[src/rtl/float_pkg.sv]
// float_pkg: binary32 field widths, special encodings and operand classes shared by the float units.
package float_pkg;
   localparam int FP32_EXP_W = 8;
   localparam int FP32_MAN_W = 23;
   localparam int FP32_BIAS = 127;
   localparam logic [31:0] FP32_QNAN = 32'h7FC00000;
   localparam logic [7:0] FP32_INF_EXP = 8'hFF;
   typedef enum logic [1:0] {ZERO, NORMAL, INF, NAN} fp_class_t;
endpackage

[src/rtl/float_unpack.sv]
// float_unpack: splits a binary32 into sign, exponent, hidden-1 mantissa and class; denormals read as zero.
module float_unpack
   import float_pkg::*;
(
   input  logic [31:0]           x,
   output logic                  sign,
   output logic [FP32_EXP_W-1:0] exp,
   output logic [FP32_MAN_W:0]   man,
   output fp_class_t             cls
);
   assign sign = x[31];
   assign exp = x[30:23];
   assign man = (exp == '0) ? '0 : {1'b1, x[22:0]};
   assign cls = (exp == '0) ? ZERO :
                (exp == FP32_INF_EXP) ? ((x[22:0] == '0) ? INF : NAN) : NORMAL;
endmodule

[src/rtl/float_mul_pipe.sv]
// float_mul_pipe: 3-stage binary32 multiplier with run/running control, flush-to-zero and sticky flags.
// FLOAT_MUL_PIPE_RNE_EN selects round-to-nearest-even; otherwise results are truncated.
module float_mul_pipe
   import float_pkg::*;
#(
   parameter int DATA_W = 32,
   parameter int LATENCY = 3
) (
   input  logic              clk,
   input  logic              rst,
   input  logic              run,
   input  logic              running,
   input  logic [DATA_W-1:0] in0,
   input  logic [DATA_W-1:0] in1,
   output logic [DATA_W-1:0] out0,
   output logic [2:0]        flags
);
   if (DATA_W != 32 || LATENCY != 3) begin : g_bad_cfg
      $error("float_mul_pipe supports only DATA_W=32, LATENCY=3");
   end
   logic a_sign, b_sign;
   logic [FP32_EXP_W-1:0] a_exp, b_exp;
   logic [FP32_MAN_W:0] a_man, b_man;
   fp_class_t a_cls, b_cls;
   float_unpack u_unpack_a (.x(in0), .sign(a_sign), .exp(a_exp), .man(a_man), .cls(a_cls));
   float_unpack u_unpack_b (.x(in1), .sign(b_sign), .exp(b_exp), .man(b_man), .cls(b_cls));
   logic s1_sign, s2_sign;
   logic signed [9:0] s1_exp, s2_exp;
   logic [23:0] s1_ma, s1_mb;
   logic [47:0] s2_prod;
   fp_class_t s1_ca, s1_cb, s2_ca, s2_cb;
   logic norm;
   logic [22:0] frac_t, frac;
   logic signed [9:0] e_n, e_r;
   logic is_nan, is_inf, is_zero, ovf, unf;
   logic [31:0] res;
   logic [2:0] ev;
`ifdef FLOAT_MUL_PIPE_RNE_EN
   logic guard, sticky;
   logic [23:0] rnd;
`else
   logic unused_lo;
`endif
   always_comb begin
      norm = s2_prod[47];
      frac_t = norm ? s2_prod[46:24] : s2_prod[45:23];
      e_n = s2_exp + 10'(norm);
`ifdef FLOAT_MUL_PIPE_RNE_EN
      guard = norm ? s2_prod[23] : s2_prod[22];
      sticky = norm ? |s2_prod[22:0] : |s2_prod[21:0];
      // a carry out of the fraction leaves it all-zero, which is the correct 1.0 x 2^(e+1)
      rnd = {1'b0, frac_t} + 24'(guard & (sticky | frac_t[0]));
      frac = rnd[22:0];
      e_r = e_n + 10'(rnd[23]);
`else
      unused_lo = ^s2_prod[22:0];
      frac = frac_t;
      e_r = e_n;
`endif
      is_nan = s2_ca == NAN || s2_cb == NAN || (s2_ca == ZERO && s2_cb == INF) ||
               (s2_ca == INF && s2_cb == ZERO);
      is_inf = s2_ca == INF || s2_cb == INF;
      is_zero = s2_ca == ZERO || s2_cb == ZERO;
      ovf = e_r >= 10'sd255;
      unf = e_r <= 10'sd0;
      res = is_nan ? FP32_QNAN :
            is_inf ? {s2_sign, FP32_INF_EXP, 23'h0} :
            is_zero ? {s2_sign, 31'h0} :
            ovf ? {s2_sign, FP32_INF_EXP, 23'h0} :
            unf ? {s2_sign, 31'h0} : {s2_sign, e_r[7:0], frac};
      ev = {is_nan, !is_nan && !is_inf && !is_zero && ovf,
            !is_nan && !is_inf && !is_zero && !ovf && unf};
   end
   always_ff @(posedge clk) begin
      if (rst || run) begin
         s1_sign <= 1'b0;
         s1_exp <= '0;
         s1_ma <= '0;
         s1_mb <= '0;
         s1_ca <= ZERO;
         s1_cb <= ZERO;
         s2_sign <= 1'b0;
         s2_exp <= '0;
         s2_prod <= '0;
         s2_ca <= ZERO;
         s2_cb <= ZERO;
         out0 <= '0;
         flags <= '0;
      end else if (running) begin
         s1_sign <= a_sign ^ b_sign;
         s1_exp <= 10'(a_exp) + 10'(b_exp) - 10'(FP32_BIAS);
         s1_ma <= a_man;
         s1_mb <= b_man;
         s1_ca <= a_cls;
         s1_cb <= b_cls;
         s2_sign <= s1_sign;
         s2_exp <= s1_exp;
         s2_prod <= s1_ma * s1_mb;
         s2_ca <= s1_ca;
         s2_cb <= s1_cb;
         out0 <= res;
         flags <= flags | ev;
      end
   end
endmodule

[config.mk]
export PLATFORM = sky130hd
export DESIGN_NAME = float_mul_pipe
export DESIGN_NICKNAME = d
export VERILOG_FILES = /design/src/rtl/float_pkg.sv /design/src/rtl/float_unpack.sv /design/src/rtl/float_mul_pipe.sv
export SDC_FILE = /design/constraint.sdc
export NUM_CORES = 2
export LEC_CHECK = 0
export ABC_AREA = 1
export CAP_MARGIN = 20
export CORE_MARGIN = 3
export CORE_UTILIZATION = 39
export CTS_BUF_LIST = sky130_fd_sc_hd__clkbuf_8
export CTS_CLUSTER_DIAMETER = 120
export CTS_CLUSTER_SIZE = 8
export DETAILED_ROUTE_END_ITERATION = 6
export HOLD_SLACK_MARGIN = 0.15
export PLACE_DENSITY = 0.59
export SYNTH_ARGS = -nofsm -noshare
export SYNTH_HDL_FRONTEND = slang
export SYNTH_SLANG_ARGS = --single-unit
[constraint.sdc]
create_clock -name clk -period 18.6 [get_ports clk]
set_input_delay 1.86 -clock clk [delete_from_list [all_inputs] [get_ports clk]]
set_output_delay 1.86 -clock clk [all_outputs]
set_load 0.02 [all_outputs]
# Yosys cells after proc, flatten, opt, wreduce, memory -nomap -nowiden

Cells that the tools add are included.

Register bits after elaboration: 161
Bits of input ports: 68
Output and inout port bits: 35
Word-level logic and storage cells: 64

Add/subtract/negate cells: 3
$mul: 1
$lt $le $gt $ge: 2
Equal/unequal tests: 6
Muxes and demuxes: 14
Bitwise logic cells: 2
Reduce and logical (&&, ||, !) cells: 23

Operators by type and width:

| operator                                                                           | count |
|---|---|
| 31-bit 2-to-1 mux                                                                  | 4 |
| 24-bit by 24-bit multiplier with 48-bit output                                     | 1 |
| 24-bit 2-to-1 mux                                                                  | 2 |
| 23-bit logical NOT                                                                 | 2 |
| 32-bit 2-to-1 mux                                                                  | 1 |
| 23-bit 2-to-1 mux                                                                  | 1 |
| 8-bit equality test (second input constant)                                        | 2 |
| 8-bit logical NOT                                                                  | 2 |
| 10-bit by 1-bit adder with 10-bit output                                           | 1 |
| 10-bit by 9-bit >= comparator with 1-bit output (second input constant)            | 1 |
| 10-bit by 1-bit less-or-equal comparator with 1-bit output (second input constant) | 1 |
| 9-bit by 7-bit subtractor with 10-bit output (second input constant)               | 1 |
| 8-bit by 8-bit adder with 9-bit output                                             | 1 |
| 2-bit equality test (second input constant)                                        | 4 |
| 2-bit 2-to-1 mux                                                                   | 4 |
| 1-bit logical AND                                                                  | 7 |
| 1-bit logical OR                                                                   | 6 |
| 1-bit logical NOT                                                                  | 4 |
| 2-bit logical NOT                                                                  | 2 |
| 3-bit OR                                                                           | 1 |
| 1-bit 2-to-1 mux                                                                   | 2 |
| 1-bit XOR                                                                          | 1 |

# Logic depth before layout (Yosys ltp)

Depth in word-level cells: 10
Mapped depth: 32
Mapped depth without buffers: 30

# Cells and area by module

A second synthesis with hierarchy kept.

Cells, all modules: 3747
Area total of the unflattened synthesis: 26804.5 sq um

By module, submodules not included:

| module         | instances | cells each | area each (sq um) | sequential area each (sq um) |
|---|---|---|---|---|
| float_mul_pipe | 1         | 3549       | 25913.6           | 2762.6 |
| float_unpack   | 2         | 99         | 445.4             | 0.0 |

# Worst setup path after synthesis

No wires, ideal clock.

Path kind: register -> register
From: register s1_ma[13]
To: register s2_prod[29]
Setup time: 0.115 ns
Arrival time: 5.904 ns
Data required time: 18.485 ns
Setup slack: 12.580 ns
Cell stages (with the launch flop): 30
Path buffers: 2
Cell sequence: dfxtp_1 -> clkbuf_1 -> clkbuf_1 -> nand2_1 -> fa_1 -> inv_1 -> fa_1 -> inv_1 -> fa_1 -> inv_1 -> fa_1 -> inv_1 -> fa_1 -> inv_1 -> fa_1 -> inv_1 -> fa_1 -> inv_1 -> ha_1 -> nand2_1 -> nor2_1 -> inv_1 -> nor3_1 -> nand3_1 -> inv_1 -> nand2_1 -> nand2_1 -> xor2_1 -> o21ai_0 -> inv_1

Cells in the longest elaborated chain, start to end: 1

Ends and longest elaborated chain:

| element                                        | line                 | source |
|---|---|---|
| from (decl)                                    | float_mul_pipe.sv:29 | `logic [23:0] s1_ma, s1_mb;` |
| from (signal assigned)                         | float_mul_pipe.sv:92 | `s1_ma <= a_man;` |
| 24-bit by 24-bit multiplier with 48-bit output | float_mul_pipe.sv:98 | `s2_prod <= s1_ma * s1_mb;` |
| to (signal assigned)                           | float_mul_pipe.sv:98 |  |
| to (decl)                                      | float_mul_pipe.sv:30 | `logic [47:0] s2_prod;` |

No other way between the ends.
A chain may end at the register's enable or synchronous reset.

# Worst setup path after layout

From: register s1_mb[9]
To: register s2_prod[34]

Cells in the longest elaborated chain, start to end: 1

Ends and longest elaborated chain:

| element                                        | line                 | source |
|---|---|---|
| from (decl)                                    | float_mul_pipe.sv:29 |  |
| from (signal assigned)                         | float_mul_pipe.sv:93 | `s1_mb <= b_man;` |
| 24-bit by 24-bit multiplier with 48-bit output | float_mul_pipe.sv:98 |  |

No other way between the ends.

==> results.json <==
{
  "status": "complete, no violations",
  "area_growth_pct": 8.25,
  "yosys.area_share.xor_xnor_pct": 0.734,
  "worst_r2r_path_depth": 23,
  "slowest_stage": "dfxtp_1",
  "synth_compound_area_share_pct": 6.79,
  "yosys-top-cells-area": "fa_1, inv_1, nand2_1",
  "clock_latency_ns": 0.52,
  "synth_top_area_share_pct": 37.0,
  "numCtsBuffers": 17,
  "crit_top_cell": "fa_1",
  "worst_pin_slew_ns": 1.12,
  "syn_area_sq_mm": 0.0261,
  "peakVddDrop_v": 0.0000794,
  "swShare_pct": 36.2,
  "grt_max_degree": 79,
  "p_clk_share_pct": 36.1,
  "dp_cells": 4383,
  "worst_setup_hold_path_clk_slew_ns": 0.11,
  "place.gp.congestion": 0.941,
  "yosysWarnings": 0,
  "internal_power_mw": 0.489,
  "skew_ns": 0.0408,
  "first_pass_iters": 5,
  "viasPerCell": 4.81,
  "row_count": 94,
  "dieHeight_um": 265,
  "syn-num-nets": 4303,
  "whs_path_depth": 2,
  "grt_usage_pct": 21.4,
  "p_per_area_mw_per_mm2": 27.1,
  "cts_root_buf": "clkbuf_8",
  "power.leakage_nw": 15.6,
  "start_util_pct": 39.5,
  "drtAntennaViolNets": 0,
  "io-pin-count": 103,
  "synth_top_area_cell": "fa_1",
  "synth_top_family_by_area": "adder cells",
  "routed_wl_mm": 71.6,
  "cts_sinks": 138,
  "whs_ns": 0.462,
  "maxCapViolations": 0,
  "post-route-period-util_pct": 38.1,
  "cts_hold_buffers": 0,
  "cts_tree": "done",
  "seq_area_frac_synth_pct": 10.6,
  "worstPathRequired_ns": 18.99,
  "synthAdderAreaFrac_pct": 46.0,
  "setup-tns-final_ns": 0,
  "cts_max_level": 4,
  "power_frac_seq_pct": 41.2,
  "grt_antenna_before_repair": 2,
  "worstPathArrival_ns": 7.48,
  "ctsResizeCount": 0,
  "end_kind": "flip-flop",
  "insertedDiodeCount": 0,
  "post-cts-setup-buffers": 0,
  "cp_cell_sequence": "nand2_1, fa_1, inv_1, fa_1, inv_1, fa_1, inv_1, fa_1, fa_1, fa_1, inv_1, fa_1, inv_1, ha_1, a21oi_1, o21ai_0, a21oi_1, a21boi_0, nand2_1, nand2_1, nand3_1, nand2_1, inv_1",
  "dp_hpwl_mm": 58.4,
  "hold_violations": 0,
  "slew_headroom_pct": 25.1,
  "synth_seq_cells": 138,
  "portBuffers": 102,
  "rsz0062_at_grt": "no",
  "core_area_sq_mm": 0.0660,
  "muxShareOfSynthArea_pct": 0,
  "nNetsFinal": 4279,
  "syn_area_per_cell_sq_um": 7.31,
  "crit_fanout": 25,
  "finalSetupViolCount": 0,
  "syn_inst": 3566,
  "min_period_ns": 7.09,
  "final_cells": 4419,
  "pwr-share-comb_pct": 22.7,
  "drc": 0,
  "vias": 21200,
  "grt_pass1_wl_mm": 119,
  "drt-wirelength-per-cell_um": 16.2,
  "grt_pass1_vias": 22000,
  "cts_max_path_buffers": 2,
  "hp-class": "reg2reg",
  "crit_type": "reg2reg",
  "drtIter0Drc": 1356,
  "power.total_mw": 0.766,
  "yosysUniqueCellTypes": 37,
  "max_freq_mhz": 141,
  "startpoint_type": "flip-flop",
  "drive_above_1_share_pct": 2.67,
  "die_area_sq_mm": 0.0700,
  "synth_simple_gate_area_share_pct": 18.9,
  "final_max_slew_viol_count": 0,
  "switchingPower_mw": 0.277,
  "grt-ovfl-total": 0,
  "final_core_util_pct": 42.8,
  "die_w_um": 265,
  "slowest_delay_ns": 1.02
}
power groups by stage:
stage	clock network, mW	logic (mW)	registers, mW
2_1_floorplan	0	0.111	0.314
3_3_place_gp	0	0.172	0.323
3_5_place_dp	0	0.171	0.323
4_1_cts	0.283	0.173	0.316
5_1_grt	0.294	0.194	0.317
6_report	0.276	0.174	0.316
state kept, by name, summed over array words and instances, names as in the netlist:
name	count
flags	3
out0	32
s1_ca	2
s1_cb	2
s1_exp	10
s1_ma	24
s1_mb	24
s1_sign	1
s2_ca	2
s2_cb	2
s2_exp	10
s2_prod	25
s2_sign	1
cell usage after synthesis:
cell type,count
inv_1,975
nand2_1,939
fa_1,482
a21oi_1,195
ha_1,187
clkbuf_1,180
nor2_1,159
dfxtp_1,138
nand3_1,86
o21ai_0,72
o211ai_1,25
xor2_1,18
nand4_1,17
nor3_1,15
nor4_1,14
a21o_1,10
o21bai_1,7
o21a_1,6
buf_1,5
a21boi_0,4
nand3_2,4
a31oi_1,3
buf_2,3
buf_6,3
clkinv_1,2
inv_2,2
nand2_4,2
nand3b_1,2
nor2_2,2
xnor2_1,2
a21boi_1,1
buf_4,1
nand2_2,1
nor3_4,1
o221ai_1,1
o31ai_1,1
xnor2_2,1
metrics by stage:
stage	cell area, sq um	setup slack [ns]
after floorplan	26100	12.58
after global placement	27700	11.59
after detailed placement	27700	11.61
after CTS	28200	11.58
after global routing	28200	11.16
final	28200	11.51
metal layers:
layer / global-route usage (%) / share of wire (%)
met5: 0 / 0.013
met2: 33.3 / 44
met1: 30.9 / 47
met4: 5.14 / 2.2
met3: 4.00 / 6.8
cell type report:
type | instances | area (sq um)
fillers | 6877 | 37800
multi-input cells | 2257 | 18900
inverters | 979 | 3680
flip-flops and latches | 138 | 2760
repair buffers | 149 | 1400
well taps | 864 | 1080
clock buffers | 17 | 234
clock inverters | 15 | 176
critical path: cells and delay by family (launching register included):
kind	cells	cell delay, ns
DFF	1	1.02
adders and majority gates	8	4.02
AOI/OAI and AO/OA	4	1.08
buffers and inverters	6	0.30
and+or+nand+nor	5	0.56
layout by cell type (no fill, tap or decap), types with 3 or more instances in the layout:
| cell | count |
|---|---|
| a21boi_0 | 4 |
| a21o_1 | 10 |
| a21oi_1 | 194 |
| a31oi_1 | 3 |
| buf_4 | 43 |
| clkbuf_8 | 17 |
| clkdlybuf4s50_1 | 101 |
| clkinv_4 | 3 |
| dfxtp_1 | 138 |
| fa_1 | 482 |
| ha_1 | 187 |
| inv_1 | 975 |
| inv_6 | 5 |
| inv_8 | 3 |
| nand2_1 | 939 |
| nand3_1 | 86 |
| nand3_2 | 4 |
| nand4_1 | 17 |
| nor2_1 | 159 |
| nor3_1 | 15 |
| nor4_1 | 14 |
| o211ai_1 | 25 |
| o21a_1 | 6 |
| o21ai_0 | 72 |
| o21bai_1 | 7 |
| xor2_1 | 18 |
worst paths after layout:
kind,endpoint,slack (ns),start
setup / recovery,s2_prod[34]$_SDFFE_PP0P_,11.51,s1_mb[9]$_SDFFE_PP0P_
setup reg to reg,s2_prod[34]$_SDFFE_PP0P_,11.51,s1_mb[9]$_SDFFE_PP0P_
hold / removal,flags[1]$_SDFFE_PP0P_,0.46,flags[1]$_SDFFE_PP0P_
hold reg to reg,flags[1]$_SDFFE_PP0P_,0.46,flags[1]$_SDFFE_PP0P_
cell families after synthesis:
| family | Yosys count |
|---|---|
| adder cells (fa/ha/maj) | 669 |
| flip-flops | 138 |
| XOR/XNOR | 21 |
| AND/OR/NAND/NOR | 1242 |
| buffers and inverters | 1171 |
| AO/OA/AOI/OAI | 325 |
Note: power is estimated with default switching activity, not from simulation.
